===== src/rtl/config.inc.v =====
// Shared constants for the register file and its writeback path.
`ifndef CONFIG_INC_V
`define CONFIG_INC_V
`define DMEM_DATA_WIDTH 8
`define REGS_COUNT 16
`define REG_IDX_WIDTH 4
`define WB_REQ_EXEC 0
`define WB_REQ_LOAD 1
`endif


===== src/rtl/regfile_wb_arbiter_pkg.sv =====
// Types and constants shared by the writeback arbiter and its holding slots.
`include "config.inc.v"

package regfile_wb_arbiter_pkg;
  localparam int DATA_W_DEF = `DMEM_DATA_WIDTH;
  localparam int REG_AW_DEF = `REG_IDX_WIDTH;
  localparam int ID_EXEC    = `WB_REQ_EXEC;
  localparam int ID_LOAD    = `WB_REQ_LOAD;

  typedef enum logic {
    REQ_EXEC = 1'(`WB_REQ_EXEC),
    REQ_LOAD = 1'(`WB_REQ_LOAD)
  } wb_req_e;

  typedef enum logic {
    SLOT_EMPTY = 1'b0,
    SLOT_FULL  = 1'b1
  } slot_state_e;

  function automatic wb_req_e other_req(input wb_req_e r);
    return (r == REQ_EXEC) ? REQ_LOAD : REQ_EXEC;
  endfunction
endpackage


===== src/rtl/regfile_wb_slot.sv =====
// One-entry writeback holding register; can drain and refill on the same edge.
module regfile_wb_slot
  import regfile_wb_arbiter_pkg::*;
#(
  parameter int DATA_W = DATA_W_DEF,
  parameter int REG_AW = REG_AW_DEF
) (
  input  logic              clk,
  input  logic              rst,
  input  logic              valid,
  output logic              ready,
  input  logic [REG_AW-1:0] in_idx,
  input  logic [DATA_W-1:0] in_value,
  input  logic              drain,
  output logic              full,
  output logic [REG_AW-1:0] out_idx,
  output logic [DATA_W-1:0] out_value
);
  slot_state_e       state_reg, state_next;
  logic [REG_AW-1:0] idx_reg;
  logic [DATA_W-1:0] value_reg;
  logic              load;

  assign full      = (state_reg == SLOT_FULL);
  assign ready     = !rst && (!full || drain);
  assign load      = valid && ready;
  assign out_idx   = idx_reg;
  assign out_value = value_reg;

  always_comb begin
    state_next = state_reg;
    if (load) begin
      state_next = SLOT_FULL;
    end else if (drain) begin
      state_next = SLOT_EMPTY;
    end
  end

  always_ff @(posedge clk) begin
    if (rst) begin
      state_reg <= SLOT_EMPTY;
      idx_reg   <= '0;
      value_reg <= '0;
    end else begin
      state_reg <= state_next;
      if (load) begin
        idx_reg   <= in_idx;
        value_reg <= in_value;
      end
    end
  end
endmodule


===== src/rtl/regfile_wb_arbiter.sv =====
// Round-robin writeback arbiter (EXEC vs LOAD) for the register-file write port.
// Optional REGFILE_WB_BYPASS_EN adds forwarding outputs for decode reads.
`include "config.inc.v"

module regfile_wb_arbiter
  import regfile_wb_arbiter_pkg::*;
#(
  parameter int DATA_W = DATA_W_DEF,
  parameter int REG_AW = REG_AW_DEF
) (
  input  logic              clk,
  input  logic              rst,
  input  logic              exec_valid,
  output logic              exec_ready,
  input  logic [REG_AW-1:0] exec_reg,
  input  logic [DATA_W-1:0] exec_value,
  input  logic              load_valid,
  output logic              load_ready,
  input  logic [REG_AW-1:0] load_reg,
  input  logic [DATA_W-1:0] load_value,
  output logic              reg_d_enable,
  output logic [REG_AW-1:0] reg_d,
  output logic [DATA_W-1:0] reg_d_value,
  input  logic [REG_AW-1:0] rd_a,
  input  logic [REG_AW-1:0] rd_b,
  output logic              busy_a,
  output logic              busy_b,
  output logic              stall
`ifdef REGFILE_WB_BYPASS_EN
  ,
  output logic              fwd_a_valid,
  output logic [DATA_W-1:0] fwd_a_value,
  output logic              fwd_b_valid,
  output logic [DATA_W-1:0] fwd_b_value
`endif
);
  genvar gi;

  logic [1:0]        slot_valid, slot_ready, slot_full, slot_drain, accept, full_next;
  logic [REG_AW-1:0] in_idx   [2];
  logic [DATA_W-1:0] in_value [2];
  logic [REG_AW-1:0] held_idx [2];
  logic [DATA_W-1:0] held_value [2];

  wb_req_e rr_reg, rr_next;
  wb_req_e older_reg, older_next;
  wb_req_e grant_id;
  logic    grant_valid;

  assign slot_valid[ID_EXEC] = exec_valid;
  assign slot_valid[ID_LOAD] = load_valid;
  assign in_idx[ID_EXEC]     = exec_reg;
  assign in_idx[ID_LOAD]     = load_reg;
  assign in_value[ID_EXEC]   = exec_value;
  assign in_value[ID_LOAD]   = load_value;
  assign exec_ready          = slot_ready[ID_EXEC];
  assign load_ready          = slot_ready[ID_LOAD];
  assign accept              = slot_valid & slot_ready;

  for (gi = 0; gi < 2; gi++) begin : g_slot
    regfile_wb_slot #(
      .DATA_W (DATA_W),
      .REG_AW (REG_AW)
    ) u_slot (
      .clk       (clk),
      .rst       (rst),
      .valid     (slot_valid[gi]),
      .ready     (slot_ready[gi]),
      .in_idx    (in_idx[gi]),
      .in_value  (in_value[gi]),
      .drain     (slot_drain[gi]),
      .full      (slot_full[gi]),
      .out_idx   (held_idx[gi]),
      .out_value (held_value[gi])
    );
  end

  // Same-register pairs go oldest-first so the later write lands last.
  always_comb begin
    grant_valid = 1'b0;
    grant_id    = REQ_EXEC;
    rr_next     = rr_reg;
    slot_drain  = 2'b00;
    if (&slot_full) begin
      grant_valid = 1'b1;
      if (held_idx[ID_EXEC] == held_idx[ID_LOAD]) begin
        grant_id = older_reg;
      end else begin
        grant_id = rr_reg;
        rr_next  = other_req(rr_reg);
      end
    end else if (slot_full[ID_EXEC]) begin
      grant_valid = 1'b1;
      grant_id    = REQ_EXEC;
    end else if (slot_full[ID_LOAD]) begin
      grant_valid = 1'b1;
      grant_id    = REQ_LOAD;
    end
    if (grant_valid) begin
      slot_drain[grant_id] = 1'b1;
    end
  end

  always_comb begin
    older_next = older_reg;
    full_next  = (slot_full & ~slot_drain) | accept;
    if (&full_next) begin
      if (&accept) begin
        older_next = REQ_EXEC;
      end else if (accept[ID_EXEC]) begin
        older_next = REQ_LOAD;
      end else if (accept[ID_LOAD]) begin
        older_next = REQ_EXEC;
      end
    end
  end

  always_ff @(posedge clk) begin
    if (rst) begin
      rr_reg       <= REQ_EXEC;
      older_reg    <= REQ_EXEC;
      reg_d_enable <= 1'b0;
      reg_d        <= '0;
      reg_d_value  <= '0;
    end else begin
      rr_reg       <= rr_next;
      older_reg    <= older_next;
      reg_d_enable <= grant_valid && (held_idx[grant_id] != '0);
      if (grant_valid) begin
        reg_d       <= held_idx[grant_id];
        reg_d_value <= held_value[grant_id];
      end
    end
  end

  logic [REG_AW-1:0] rd_idx [2];
  logic [1:0]        busy_arr;
  assign rd_idx[0] = rd_a;
  assign rd_idx[1] = rd_b;

`ifdef REGFILE_WB_BYPASS_EN
  logic [1:0]        fwd_valid_arr;
  logic [DATA_W-1:0] fwd_value_arr [2];
  assign fwd_a_valid = fwd_valid_arr[0];
  assign fwd_b_valid = fwd_valid_arr[1];
  assign fwd_a_value = fwd_value_arr[0];
  assign fwd_b_value = fwd_value_arr[1];
`endif

  for (gi = 0; gi < 2; gi++) begin : g_hazard
    logic nz, hit_ex, hit_ld, hit_out;
    assign nz      = (rd_idx[gi] != '0);
    assign hit_ex  = nz && slot_full[ID_EXEC] && (held_idx[ID_EXEC] == rd_idx[gi]);
    assign hit_ld  = nz && slot_full[ID_LOAD] && (held_idx[ID_LOAD] == rd_idx[gi]);
    assign hit_out = nz && reg_d_enable && (reg_d == rd_idx[gi]);
`ifdef REGFILE_WB_BYPASS_EN
    // When EXEC is the older slot, LOAD holds the youngest value.
    logic ld_first;
    assign ld_first = (older_reg == REQ_EXEC);
    assign fwd_valid_arr[gi] = hit_ex || hit_ld || hit_out;
    assign fwd_value_arr[gi] = (ld_first && hit_ld) ? held_value[ID_LOAD] :
                               hit_ex                ? held_value[ID_EXEC] :
                               hit_ld                ? held_value[ID_LOAD] :
                                                       reg_d_value;
    assign busy_arr[gi] = (hit_ex || hit_ld || hit_out) && !fwd_valid_arr[gi];
`else
    assign busy_arr[gi] = hit_ex || hit_ld || hit_out;
`endif
  end

  assign busy_a = busy_arr[0];
  assign busy_b = busy_arr[1];
  assign stall  = |busy_arr;
endmodule


===== config.mk =====
export PLATFORM = sky130hd
export DESIGN_NAME = regfile_wb_arbiter
export DESIGN_NICKNAME = d
export VERILOG_FILES = /design/src/rtl/regfile_wb_arbiter_pkg.sv /design/src/rtl/regfile_wb_slot.sv /design/src/rtl/regfile_wb_arbiter.sv
export VERILOG_INCLUDE_DIRS = /design/src /design/src/rtl
export SDC_FILE = /design/constraint.sdc
export NUM_CORES = 1
export LEC_CHECK = 0
export BUFFER_PORTS_ARGS = -buffer_cell sky130_fd_sc_hd__buf_2
export CORE_MARGIN = 2
export CORE_UTILIZATION = 50
export CTS_BUF_LIST = sky130_fd_sc_hd__clkbuf_4
export CTS_CLUSTER_DIAMETER = 60
export CTS_CLUSTER_SIZE = 30
export DETAILED_ROUTE_END_ITERATION = 10
export PLACE_DENSITY = 0.8
export SETUP_SLACK_MARGIN = 0.05
export SLEW_MARGIN = 25
export SYNTH_ARGS = -nofsm -noshare
export SYNTH_HDL_FRONTEND = slang
export SYNTH_SLANG_ARGS = --single-unit

===== constraint.sdc =====
create_clock -name clk -period 2.9 [get_ports clk]
set_input_delay 0.87 -clock clk [delete_from_list [all_inputs] [get_ports clk]]
set_output_delay 0.87 -clock clk [all_outputs]
set_load 0.01 [all_outputs]

==> results.json <==
{
  "run_status": "finished, final reports clean",
  "cellPowerDensity_nw_per_um2": 454.7,
  "chipWidth_microns": 74.11,
  "pin_count_of_the_biggest_net_entering_global_routing": 41,
  "cp_data_arrival_time_ns": 1.98,
  "p_leak_nw": 1.297,
  "grt_setup_unrepaired": "true",
  "proportion_of_synthesized_chip_area_in_sequential_cells_pct": 33.40,
  "cts_tree": "built",
  "synth-edff-count": 0,
  "synth.ff_latch_count": 41,
  "detail_route.iter0.violations": 97,
  "first_global_vias": 2132,
  "synth_top_area_cell": "sky130_fd_sc_hd__dfxtp_1",
  "timing.critical_path.cells": "xor2_2, or4_4, mux2i_4, nor2_2, nor2_1, buf_2",
  "floorplan.rows": 25,
  "drc_errors": 0,
  "cp-end-kind": "primary output",
  "synth.cells.most_frequent": "59 x sky130_fd_sc_hd__nor2_1, 41 x sky130_fd_sc_hd__dfxtp_1, 24 x sky130_fd_sc_hd__mux2i_1, 18 x sky130_fd_sc_hd__xor2_1, 15 x sky130_fd_sc_hd__clkbuf_1",
  "cts.hold.buffers_added": 0,
  "design.portCount": 54,
  "clock_tree.root_cell": "sky130_fd_sc_hd__clkbuf_4",
  "timing.final.max_slew_violations": 0,
  "worstPathMaxFanout": 3,
  "synth.most_common_cell": "sky130_fd_sc_hd__nor2_1",
  "initial_util_pct": 52.03,
  "flow.area_growth_from_synthesis_pct": 18.94,
  "cts-root-to-sink-buffers": 2,
  "final_layout_size_suffix_gt1_share_pct": 31.58,
  "core-area_sq_um": 4723,
  "ys_dominant_reg_cell": "sky130_fd_sc_hd__dfxtp_1",
  "netlist_area_sq_um": 2457,
  "routed_wirelength_normalized_by_instance_count_microns": 14.44,
  "crit_slowest_cell": "sky130_fd_sc_hd__or4_4",
  "synth.avg_cell_area_sq_um": 8.592,
  "cell_types_occupying_the_most_area_after_synthesis": "sky130_fd_sc_hd__dfxtp_1 33%, sky130_fd_sc_hd__mux2i_1 9.8%, sky130_fd_sc_hd__nor2_1 9.0%, sky130_fd_sc_hd__xor2_1 6.4%, sky130_fd_sc_hd__a311oi_2 6.1%",
  "htree_num_levels": 2,
  "timing.max_cap.violations": 0,
  "worst_pin_slew_ns": 0.4946,
  "maxClockFrequency_ghz": 0.3514,
  "fin_crit_ns": 2.846,
  "final.setup.tns_ns": 0,
  "timing.critical_path.required_ns": 2.03,
  "timing_hold_violations_final": 0,
  "grt_use_total_pct": 22.49,
  "grt_first_pass_wirelength_microns": 9466,
  "number_of_flip_flops_under_the_largest_register_name": 16,
  "design.final.nets": 377,
  "die_h_microns": 74.11,
  "hpwl_microns": 4101,
  "clock-sinks": 41,
  "detail_route.first_pass.iterations": 4,
  "dieArea_sq_um": 5492,
  "buffer_ports.inserted": 53,
  "crit_type": "register to primary output",
  "async_reset_ff_share_pct": 0,
  "startpoint_class_of_the_critical_path": "register",
  "cts_made_buffers": 5,
  "final_worst_path_cycle_share_pct": 98.12,
  "critical_path.max_stage_delay_ns": 0.57,
  "num_vias": 2182,
  "ys.warnings.count": 0,
  "detail-route-antenna-nets": 0,
  "worstSkewPairLatency_ns": 0.36,
  "final_core_utilization_pct": 61.88,
  "synthesized_nets": 322,
  "ys_types": 38,
  "clock-skew-final_ns": 0.01066,
  "antenna_cells_inserted": 0,
  "finalWeightedCongestion": 0.8481,
  "grt-ovfl-total": 0,
  "timing.final.setup_violations": 0,
  "yosys.area.top_type_share_pct": 33.40,
  "max-vdd-ir-drop_uv": 364.3,
  "vias_per_cell": 5.335,
  "syn-instance-count": 286,
  "register_clock_pin_slew_on_the_reported_worst_setup_and_hold_paths_ns": 0.12,
  "fill_cells": 422,
  "relSlewSlack_pct": 66.95,
  "wl_microns": 5906,
  "number_of_antenna_violations_at_the_first_check_in_global_routing": 0,
  "hold_crit_class": "register to register"
}
## layout by cell type, fill, tap and decap left out, types with 3 or more instances in the layout
master,count
sky130_fd_sc_hd__a311oi_2,10
sky130_fd_sc_hd__buf_2,53
sky130_fd_sc_hd__nor4_1,6
sky130_fd_sc_hd__clkbuf_4,5
sky130_fd_sc_hd__buf_4,20
sky130_fd_sc_hd__nor3_1,4
sky130_fd_sc_hd__dfxtp_2,5
sky130_fd_sc_hd__dfxtp_1,36
sky130_fd_sc_hd__nor2_1,58
sky130_fd_sc_hd__xor2_1,16
sky130_fd_sc_hd__xnor2_1,10
sky130_fd_sc_hd__a21oi_1,6
sky130_fd_sc_hd__nand2_1,9
sky130_fd_sc_hd__mux2_2,3
sky130_fd_sc_hd__mux2i_1,24
sky130_fd_sc_hd__nand2b_1,11
sky130_fd_sc_hd__o21a_1,10
sky130_fd_sc_hd__o21ai_0,13
sky130_fd_sc_hd__inv_1,14
## repair_timing
action	in CTS	in global routing
pin swaps	4	2
hold endpoints to repair	0	0
buffers inserted	4	1
resized for setup	8	1
endpoints found under the setup margin	2	3
## area by class of cell
cell class	count	area [sq um]	share of cell area (%)
Multi-Input combinational cell	206	1465	50.13
Tap cell	67	83.83	2.868
Sequential cell	41	827.0	28.30
Clock inverter	3	41.29	1.413
Timing Repair Buffer	73	415.4	14.21
Clock buffer	5	37.54	1.284
Inverter	14	52.55	1.798
## routing by layer
layer,part of all wire [%],vias up,GRT usage (%)
met4,1.8,0,7.677
met3,4.8,9,4.878
met2,51,55,40.77
met1,42,1029,26.13
met5,0,-,0
li1,-,1089,-
## logic make-up after synthesis
family | share of synthesized area, %
AO/OA/AOI/OAI | 18.23
XOR/XNOR | 9.979
buffers and inverters | 7.942
flip-flops | 33.40
multiplexers | 12.07
AND/OR/NAND/NOR | 18.38
## power by group
group	internal [mW]	total [mW]	switching [mW]
logic	0.152	0.323	0.170
registers	0.603	0.635	0.0324
clock network	0.178	0.371	0.193
total	0.934	1.33	0.395
## worst max-delay path, delay by kind of cell, from the launching register on
family / cells / cell delay [ns]
xor gates and xnor gates: 1 / 0.17
and+or+nand+nor: 3 / 0.74
buffers and inverters: 1 / 0.13
DFF: 1 / 0.35
muxes: 1 / 0.22
## per-stage QoR
stage / total power, mW / instance area (sq um) / hold slack [ns] / setup slack [ns] / instances
3_5_place_dp: 0.9534 / 2776 / 0.4799 / 0.1503 / 396
5_1_grt: 1.387 / 2923 / 0.5265 / 0.01287 / 409
2_1_floorplan: 0.8581 / 2457 / 0.4543 / 0.1815 / 286
3_3_place_gp: 0.9422 / 2776 / 0.4672 / 0.1994 / 396
4_1_cts: 1.331 / 2909 / 0.5054 / 0.03753 / 408
6_report: 1.329 / 2923 / 0.4959 / 0.05445 / 409
## worst paths after layout
kind | start | to | slack [ns] | cells past startpoint
setup / recovery | g_slot[0].u_slot.out_idx[0] | exec_ready | 0.05 | 6
hold / removal | g_slot[1].u_slot.out_value[2] | g_slot[1].u_slot.out_value[2] | 0.50 | 2
setup reg to reg | g_slot[0].u_slot.out_idx[0] | g_slot[1].u_slot.out_value[0] | 0.56 | 7
hold reg to reg | g_slot[1].u_slot.out_value[2] | g_slot[1].u_slot.out_value[2] | 0.50 | 2
(Power assumes the default switching activity.)
